### config.mk
export PLATFORM = sky130hd
export DESIGN_NAME = float_to_int_stage
export DESIGN_NICKNAME = d
export VERILOG_FILES = /design/src/rtl/float_to_int_stage.sv
export SDC_FILE = /design/constraint.sdc
export NUM_CORES = 1
export LEC_CHECK = 0
export CAP_MARGIN = 20
export CORE_ASPECT_RATIO = 0.5
export CORE_MARGIN = 4
export CORE_UTILIZATION = 60
export DETAILED_ROUTE_END_ITERATION = 8
export HOLD_SLACK_MARGIN = 0.02
export PLACE_DENSITY_LB_ADDON = 0.12
export SLEW_MARGIN = 0
export SYNTH_ARGS = -nofsm -noshare
export SYNTH_HDL_FRONTEND = slang
export SYNTH_SLANG_ARGS = --single-unit
### constraint.sdc
create_clock -name clk -period 5.66 [get_ports clk]
set_clock_uncertainty 0.15 [all_clocks]
set_input_delay 0.566 -clock clk [delete_from_list [all_inputs] [get_ports clk]]
set_output_delay 0.566 -clock clk [all_outputs]
set_load 0.05 [all_outputs]
### src/rtl/float_to_int_stage.sv
// float_to_int_stage: converts one IEEE-754 single-precision value per
// valid/ready transaction into a signed 32-bit integer. Rounding truncates
// toward zero, out-of-range inputs saturate, and NaN maps to NAN_VALUE.
// The mantissa is aligned by an iterative shifter that moves at most
// SHIFT_STEP bits per cycle.
module float_to_int_stage #(
  parameter int unsigned SHIFT_STEP = 4,
  parameter logic [31:0] NAN_VALUE  = 32'h8000_0000
) (
  input  logic        clk,
  input  logic        rst,
  input  logic        in_valid,
  output logic        in_ready,
  input  logic [31:0] in_data,
  output logic        out_valid,
  input  logic        out_ready,
  output logic [31:0] out_data,
  output logic        out_invalid,
  output logic        out_inexact
);

  typedef enum logic [2:0] {
    S_IDLE,
    S_DECODE,
    S_SHIFT,
    S_SIGN,
    S_OUT
  } state_e;

  localparam logic [4:0] STEP = 5'(SHIFT_STEP);

  state_e      state_q, state_d;
  logic [31:0] op_q, op_d;            // latched float operand
  logic [31:0] work_q, work_d;        // magnitude being aligned, or final special value
  logic [4:0]  cnt_q, cnt_d;          // remaining shift distance
  logic        left_q, left_d;        // shift direction: 1 = left
  logic        sticky_q, sticky_d;    // inexact: discarded fraction bits were nonzero
  logic        special_q, special_d;  // result already final, skip sign application
  logic        invalid_q, invalid_d;
  logic        ready_q, ready_d;
  logic [31:0] out_data_q, out_data_d;
  logic        out_invalid_q, out_invalid_d;
  logic        out_inexact_q, out_inexact_d;

  logic        sign_w;
  logic [7:0]  exp_w;
  logic [22:0] man_w;
  logic [4:0]  step_k;
  logic [31:0] lost_mask;
  logic        lost_bits;

  assign sign_w = op_q[31];
  assign exp_w  = op_q[30:23];
  assign man_w  = op_q[22:0];

  // Per-cycle shift amount and the bits a right shift would drop.
  always_comb begin
    step_k    = (cnt_q > STEP) ? STEP : cnt_q;
    lost_mask = ~(32'hFFFF_FFFF << step_k);
    lost_bits = |(work_q & lost_mask);
  end

  // Next-state and datapath update for the conversion sequence.
  always_comb begin
    state_d       = state_q;
    op_d          = op_q;
    work_d        = work_q;
    cnt_d         = cnt_q;
    left_d        = left_q;
    sticky_d      = sticky_q;
    special_d     = special_q;
    invalid_d     = invalid_q;
    out_data_d    = out_data_q;
    out_invalid_d = out_invalid_q;
    out_inexact_d = out_inexact_q;

    unique case (state_q)
      S_IDLE: begin
        if (in_valid && ready_q) begin
          op_d    = in_data;
          state_d = S_DECODE;
        end
      end

      S_DECODE: begin
        work_d    = {8'h00, 1'b1, man_w};
        sticky_d  = 1'b0;
        special_d = 1'b0;
        invalid_d = 1'b0;
        left_d    = 1'b0;
        cnt_d     = '0;
        state_d   = S_SIGN;
        if (exp_w == 8'hFF) begin
          special_d = 1'b1;
          invalid_d = 1'b1;
          if (man_w != '0) begin
            work_d = NAN_VALUE;
          end else begin
            work_d = sign_w ? 32'h8000_0000 : 32'h7FFF_FFFF;
          end
        end else if (exp_w == 8'h00) begin
          special_d = 1'b1;
          work_d    = '0;
          sticky_d  = |man_w;
        end else if (exp_w < 8'd127) begin
          special_d = 1'b1;
          work_d    = '0;
          sticky_d  = 1'b1;
        end else if (exp_w >= 8'd158) begin
          // -2^31 is the only representable value at this exponent.
          special_d = 1'b1;
          if (sign_w) begin
            work_d    = 32'h8000_0000;
            invalid_d = (op_q != 32'hCF00_0000);
          end else begin
            work_d    = 32'h7FFF_FFFF;
            invalid_d = 1'b1;
          end
        end else if (exp_w <= 8'd150) begin
          cnt_d = 5'(8'd150 - exp_w);
          if (cnt_d != '0) begin
            state_d = S_SHIFT;
          end
        end else begin
          left_d  = 1'b1;
          cnt_d   = 5'(exp_w - 8'd150);
          state_d = S_SHIFT;
        end
      end

      S_SHIFT: begin
        if (left_q) begin
          work_d = work_q << step_k;
        end else begin
          work_d   = work_q >> step_k;
          sticky_d = sticky_q | lost_bits;
        end
        cnt_d = cnt_q - step_k;
        if (cnt_d == '0) begin
          state_d = S_SIGN;
        end
      end

      S_SIGN: begin
        out_data_d    = (sign_w && !special_q) ? (~work_q + 32'd1) : work_q;
        out_invalid_d = invalid_q;
        out_inexact_d = sticky_q;
        state_d       = S_OUT;
      end

      S_OUT: begin
        if (out_ready) begin
          state_d = S_IDLE;
        end
      end

      default: state_d = S_IDLE;
    endcase
  end

  // Ready is registered so it stays low for the first edge out of reset.
  assign ready_d = (state_d == S_IDLE);

  // State and datapath registers, cleared asynchronously.
  always_ff @(posedge clk or posedge rst) begin
    if (rst) begin
      state_q       <= S_IDLE;
      op_q          <= '0;
      work_q        <= '0;
      cnt_q         <= '0;
      left_q        <= 1'b0;
      sticky_q      <= 1'b0;
      special_q     <= 1'b0;
      invalid_q     <= 1'b0;
      ready_q       <= 1'b0;
      out_data_q    <= '0;
      out_invalid_q <= 1'b0;
      out_inexact_q <= 1'b0;
    end else begin
      state_q       <= state_d;
      op_q          <= op_d;
      work_q        <= work_d;
      cnt_q         <= cnt_d;
      left_q        <= left_d;
      sticky_q      <= sticky_d;
      special_q     <= special_d;
      invalid_q     <= invalid_d;
      ready_q       <= ready_d;
      out_data_q    <= out_data_d;
      out_invalid_q <= out_invalid_d;
      out_inexact_q <= out_inexact_d;
    end
  end

  assign in_ready    = ready_q;
  assign out_valid   = (state_q == S_OUT);
  assign out_data    = out_data_q;
  assign out_invalid = out_invalid_q;
  assign out_inexact = out_inexact_q;

endmodule

Yosys cells after proc, flatten, opt, wreduce, memory -nomap -nowiden
Index checks and enable logic that the tools add are counted.
{ "word_totals": {"inputBits": 36, "output_inout_bits": 36, "wordCells": 93, "ff_bits": 111} }
{ "classes": {"muxes": 45, "n_eq_ne": 7, "order_cmp": 4, "n_bitwise": 4, "n_addsub": 4, "n_shift": 3, "reduce_logical": 14} }
{ "ops": {"columns": ["cell", "count"], "rows": [
  ["two-way mux 32 bit", 8],
  ["inverter 32 bit", 2],
  ["one-hot mux 32 bit (2 select lines)", 1],
  ["adder 32 x 1 -> 32 bit (second input constant)", 1],
  ["AND 32 bit", 1],
  ["!= test 32 bit (second input constant)", 1],
  ["OR reduction 32 bit", 1],
  ["left shift 32 x 5 -> 32 bit", 1],
  ["left shift 32 x 5 -> 32 bit (first input constant)", 1],
  ["right shift 32 x 5 -> 32 bit", 1],
  ["two-way mux 5 bit", 6],
  ["two-way mux 3 bit", 8],
  ["nonzero test 23 bit", 1],
  ["OR reduction 23 bit", 1],
  ["two-way mux 1 bit", 19],
  ["one-hot mux 3 bit (5 select lines)", 1],
  ["one-hot mux 5 bit (2 select lines)", 1],
  ["equality test 8 bit (second input constant)", 1],
  ["greater-or-equal comparator 8 bit (second input constant)", 1],
  ["less-or-equal comparator 8 bit (second input constant)", 1],
  ["logical NOT 8 bit", 1],
  ["less-than comparator 8 x 7 -> 1 bit (second input constant)", 1],
  ["equality test 3 x 2 -> 1 bit (second input constant)", 2],
  ["logical NOT 3 bit", 2],
  ["other kinds (15)", 17]
]} }

Logic depth before layout (Yosys ltp)
{ "logic_depth": {"ltp_word": 10, "ltp_mapped": 12, "depth_no_buf": 9} }

Worst setup path after synthesis
Ideal clock, no wire load.
{ "synth_path": {"path_type": "register -> register", "start": "register cnt_q[4]", "end": "register ready_q (netlist: in_ready)", "n_path_buf": 3, "setup_time_ps": 86, "required_ps": 5424, "period_less_slack_ps": 2790, "stages_incl_launch_ff": 13, "arrival_ps": 2554, "slack_ps": 2870, "cell_sequence": "dfrtp_1 or3_1 clkbuf_1 clkbuf_1 clkbuf_1 nand2_1 ha_1 a2111oi_0 nor2_1 nand2_1 nor4_1 or3_1 nor3_1"} }
{ "synth_via": {"elab_chain_cells": 7} }
{ "synth_rtl": {"columns": ["element", "line_no", "text"], "rows": [
  ["from (decl)", "35", "logic [4:0] cnt_q, cnt_d;"],
  ["from (signal assigned)", "183", "cnt_q <= cnt_d;"],
  ["greater-than comparator 5 x 3 -> 1 bit", "58", "step_k = (cnt_q > STEP) ? STEP : cnt_q;"],
  ["two-way mux 5 bit", "58", null],
  ["subtractor 5 bit *", "138", "cnt_d = cnt_q - step_k;"],
  ["logical NOT 5 bit *", "139", "if (cnt_d == '0) begin"],
  ["two-way mux 3 bit *", "139", null],
  ["one-hot mux 3 bit (5 select lines) *", "77", "unique case (state_q)"],
  ["via state_d[0]", "32", "state_e state_q, state_d;"],
  ["logical NOT 3 bit *", "162", "assign ready_d = (state_d == S_IDLE);"],
  ["via ready_d", "40", "logic ready_q, ready_d;"],
  ["to (signal assigned)", "188", "ready_q <= ready_d;"],
  ["to (decl)", "40", null]
]} }
The timed path passes the listed nets; every way through them passes the cells marked *.
A chain may end at the register's enable or synchronous reset.

Final worst setup path
{ "layout_path": {"start": "register op_q[24]", "end": "register work_q[12]"} }
{ "layout_via": {"elab_chain_cells": 6, "word_cells_on_any_way": 9, "cone_classes": "2 x order compare; 1 x eq/ne; 5 x mux; 1 x reduce/logical"} }
{ "layout_rtl": {"columns": ["element", "line_no", "text"], "rows": [
  ["from (decl)", "33", "logic [31:0] op_q, op_d;"],
  ["from (signal assigned)", "181", "op_q <= op_d;"],
  ["greater-or-equal comparator 8 bit", "109", "end else if (exp_w >= 8'd158) begin"],
  ["two-way mux 32 bit", "109", null],
  ["two-way mux 32 bit", "105", "end else if (exp_w < 8'd127) begin"],
  ["two-way mux 32 bit", "101", "end else if (exp_w == 8'h00) begin"],
  ["two-way mux 32 bit *", "93", "if (exp_w == 8'hFF) begin"],
  ["one-hot mux 32 bit (2 select lines) *", "77", null],
  ["to (signal assigned)", "182", "work_q <= work_d;"],
  ["to (decl)", "34", "logic [31:0] work_q, work_d;"]
]} }
Mark *: on every way between the ends. The rest lies on a longest branch, timed or not.

==> summary.md <==
The logs give 1125 for the total placed cells including tap cells and 6.105 mW for the power after layout. The relative area change from synthesis to final layout is 12.72%, and the required time reported for the critical path endpoint is 5.78 ns. The worst path meets setup with 2.271 ns of slack. After global routing the overflow that remains totals 0. Launch point of the worst reg-to-reg path: op_q[24]$_DFFE_PP0P_.

The post-detailed-route DRC marker count was 0; the cell area reported after detailed placement was 8556 µm². The finished layout holds 1142 standard cells, fillers aside. The count of buffers added on input and output ports is 71. In this design, the stage delay of the slowest critical-path cell is 0.96 ns. Setup repair after global routing left no endpoint under its margin.

For the number of global-route vias before repair, the log shows 7104. Sort of element at the end of the critical path: a flip-flop. For this run, the register share of the synthesized area comes to 35.20%.

The y dimension of the die was 89.09 µm; the instance count of the mapped netlist was 963. TritonCTS created 9 clock buffers. Yosys instantiated no cell more often than sky130_fd_sc_hd__nand2_1. The flow ran to the end, and the final reports show no timing, DRC or antenna violations. By area the synthesized netlist is led by sky130_fd_sc_hd__dfrtp_1 35%, sky130_fd_sc_hd__nand2_1 7.5%, sky130_fd_sc_hd__mux2_2 5.7%.

The die is 170.2 µm wide. The final hold violation count came out at 0. Type of element launching the critical path: a flip-flop.

The number of inserted diodes was 0. Summing the areas of all compound-gate instances in the mapped netlist gives 23.09% of the synthesized area. Across the VDD grid, the largest voltage drop is 356.8 µV. Along the worst path, the maximum fanout reaches 27. The post-synthesis simple-gate area fraction was 20.92%; the fraction of synthesized cell area in xor and xnor cells was 3.885%. Along the worst hold path, the cell count comes to 2. The routed length on met3 is 3429 µm, and the mean cell area of the mapped netlist is 8.193 µm². The clock tree root driver cell was sky130_fd_sc_hd__clkbuf_16. The worst hold path begins at out_data[14]$_DFFE_PP0N_. The final critical delay including setup and external delays works out to 3.389 ns.

Timing analysis after detailed placement gives a worst setup slack of 2.412 ns. For the global placement routability congestion, the log shows 1.022. Share of synthesized flip-flops with an asynchronous set or reset: 100.0%. Post-CTS setup buffer count: 0. The critical path is of the reg -> reg type. After synthesis the netlist holds a flip-flop and latch count of 111. The max-slew violation total from the final report is 0. The buffer and inverter count on the worst path works out to 1. The clock drives 111 sinks. In the synthesized netlist, mux cells make up 9.705% of the area.

The sum of met2 wire segment lengths after detailed routing is 10270 µm. The leakage power total is 3.593 nW, and the total routing usage reported by global routing is 33.81%. The pin count of the biggest net entering global routing is 68, and the wire length on met1 is 11250 µm.

The endpoint with the worst hold slack was out_data[14]$_DFFE_PP0N_. After detailed routing, the average wire length per cell comes to 22.30 µm. Net count of the mapped netlist: 1006. The number of synthesized flops with an enable pin came out at 0. The worst register-to-register path ends at work_q[12]$_DFFE_PP0P_.

TritonCTS built the clock tree. In this run the remaining antenna-violating nets after routing total 0. The signal on the critical path passes through ha_1 -> o21ai_0 -> o21ai_1 -> buf_4 -> a2111oi_2 -> nand2_1 -> o2111ai_1.

Once detailed placement completed, the half-perimeter wirelength came to 17670 µm. Power density over the cells: 686.4 nW/µm². For the overall via count from detail_route, the log shows 7705. The first global-routing pass estimated 40120 µm of wire. After the last flow step, the layout net total stands at 1010.

For the worst max-slew margin expressed relative to the limit, the log shows 27.50%. The tools report the final-report setup violation count as 0. The tools report the number of H-tree branching levels as 3.

Yosys printed 0 warnings. Counting distinct cell types in the post-synthesis netlist gives 80. The clock reaches the later pin of the worst-skew pair after 0.36 ns. The area share of the leading cell type in the synthesized netlist is 35.20%.

After detailed routing, the number of vias per cell comes to 6.747. After floorplanning, the core was sized to cover 12770 µm². The total negative slack came out at 0 ns.

The area of the mapped netlist is 7890 µm², and the minimum hold slack is 0.3324 ns. The initial utilization of the core area, before any placement, comes to 61.78%. Counting instances in the post-synthesis netlist gives the leading cell types as 157 x sky130_fd_sc_hd__nand2_1, 111 x sky130_fd_sc_hd__dfrtp_1, 77 x sky130_fd_sc_hd__nor2_1.

Measured in cells, the most critical reg-to-reg path has a length of 7. For this run, the leading register cell type out of synthesis is sky130_fd_sc_hd__dfrtp_1. The utilization after layout was 69.63%.

The run gives 25460 µm as the total wirelength of the detailed-routed design. The logs give 0 for the number of antenna violations at the first check in global routing and 8894 µm² for the final instance area. Data arrives at the worst endpoint at 3.51 ns. Routed signal wires occupy layers up through met4.

The tools report the number of DRC violations after detailed-routing iteration 0 as 1036. The post-route fraction of the period consumed by the critical path is 59.88%, and the fraction of layout instances using a drive strength above 1 is 11.21%. Family with the most delay on the worst path: compound AO/OA/AOI/OAI gates.

72 I/O pins were placed. The slew of the pin with the lowest slew margin was 1.084 ns; the post-cts resize count was 0. The tightest min-delay check is of the reg -> reg type.

The floorplan has 29 rows. The count of TritonRoute iterations in the first routing pass was 8. By area, the combinational part of the netlist is dominated by compound AO/OA/AOI/OAI gates. Based on the critical path, the design can be clocked at up to 295.0 MHz. The largest buffer count on any clock path was 2.

The slack of the worst reg-to-reg path was 2.27 ns. The slowest stage of the critical path belongs to the cell sky130_fd_sc_hd__a2111oi_2. The count of max-cap constraint violations came out at 0.

The top cell type by total area after synthesis is sky130_fd_sc_hd__dfrtp_1. Clock-pin slew was measured on the worst setup and hold paths at 0.08 ns. The cts-stage hold buffer count was 0; the die area was 15160 µm². Of the total synthesized cell area, the portion taken by full adders, half adders and majority gates is 1.110%.
## placed cells by master (no fill, tap or decap), types with 5 or more instances in the layout
cell / n
sky130_fd_sc_hd__nand2_1: 157
sky130_fd_sc_hd__dfrtp_1: 111
sky130_fd_sc_hd__nor2_1: 76
sky130_fd_sc_hd__o21ai_0: 76
sky130_fd_sc_hd__clkdlybuf4s50_1: 71
sky130_fd_sc_hd__a21oi_1: 48
sky130_fd_sc_hd__mux2_2: 40
sky130_fd_sc_hd__o211ai_1: 33
sky130_fd_sc_hd__a31oi_1: 27
sky130_fd_sc_hd__nand3_1: 26
sky130_fd_sc_hd__mux2i_1: 24
sky130_fd_sc_hd__buf_4: 20
sky130_fd_sc_hd__xnor2_1: 19
sky130_fd_sc_hd__nor3_1: 17
sky130_fd_sc_hd__xor2_1: 16
sky130_fd_sc_hd__o31ai_1: 14
sky130_fd_sc_hd__inv_1: 11
sky130_fd_sc_hd__nor4_1: 10
sky130_fd_sc_hd__a21o_1: 10
sky130_fd_sc_hd__a211oi_1: 9
sky130_fd_sc_hd__and3_1: 9
sky130_fd_sc_hd__clkbuf_16: 9
sky130_fd_sc_hd__and2_1: 8
sky130_fd_sc_hd__nand2b_1: 7
sky130_fd_sc_hd__ha_1: 7
sky130_fd_sc_hd__o21ai_1: 6
sky130_fd_sc_hd__a221oi_1: 6
sky130_fd_sc_hd__or2_2: 5
sky130_fd_sc_hd__a22oi_1: 5
sky130_fd_sc_hd__a32oi_1: 5
## cell families after synthesis
kind of cell	Yosys count
compound gates	279
xor+xnor	35
fa+ha+maj	7
buf+inv	111
flops	111
mux	68
other cells	1
simple gates	351
## layout make-up
class / instances / area (µm²)
clock buffers: 9 / 225.2
multi-input cells: 741 / 4661
fillers: 1055 / 3879
repair buffers: 91 / 860.8
clock inverters: 7 / 105.1
flip-flops and latches: 111 / 2778
inverters: 13 / 51.30
well taps: 170 / 212.7
## worst register-to-register path: stages, from the launching register on
cell and delay [ns]:
sky130_fd_sc_hd__dfrtp_1 0.47, sky130_fd_sc_hd__ha_1 0.23, sky130_fd_sc_hd__o21ai_0 0.25, sky130_fd_sc_hd__o21ai_1 0.11, sky130_fd_sc_hd__buf_4 0.22, sky130_fd_sc_hd__a2111oi_2 0.97, sky130_fd_sc_hd__nand2_1 0.55, sky130_fd_sc_hd__o2111ai_1 0.34
## per-layer routing
metal / up-vias / global-route usage [%]
met1: 3624 / 50.17
met2: 532 / 48.85
met5: - / 0
met4: 0 / 8.116
met3: 60 / 9.894
li1: 3489 / -
## worst max-delay path by stage
stage                                    start                      to  slack (ns)  depth (start not counted)
after floorplan                            rst    cnt_q[0]$_DFFE_PP0P_        2.01                          1
after global placement    op_q[24]$_DFFE_PP0P_  work_q[10]$_DFFE_PP0P_        2.49                          7
after detailed placement  op_q[24]$_DFFE_PP0P_  work_q[14]$_DFFE_PP0P_        2.41                          7
after CTS                 op_q[24]$_DFFE_PP0P_  work_q[12]$_DFFE_PP0P_        2.33                          7
after global routing      op_q[23]$_DFFE_PP0P_  work_q[20]$_DFFE_PP0P_        1.95                          8
final                     op_q[24]$_DFFE_PP0P_  work_q[12]$_DFFE_PP0P_        2.27                          7
## report_power, final
group | leakage (nW) | switching [mW] | internal [mW]
Clock | 0.159 | 0.338 | 0.360
Sequential | 1.36 | 0.627 | 1.17
Combinational | 2.07 | 2.26 | 1.35
## sequential cells by signal (all words and copies together) (netlist names)
| register | count |
|---|---|
| in_ready | 1 |
| cnt_q | 5 |
| work_q | 32 |
| out_data | 32 |
| out_invalid | 1 |
| sticky_q | 1 |
| state_q | 3 |
| invalid_q | 1 |
| left_q | 1 |
| out_inexact | 1 |
| special_q | 1 |
| op_q | 32 |
(Power assumes the default switching activity.)
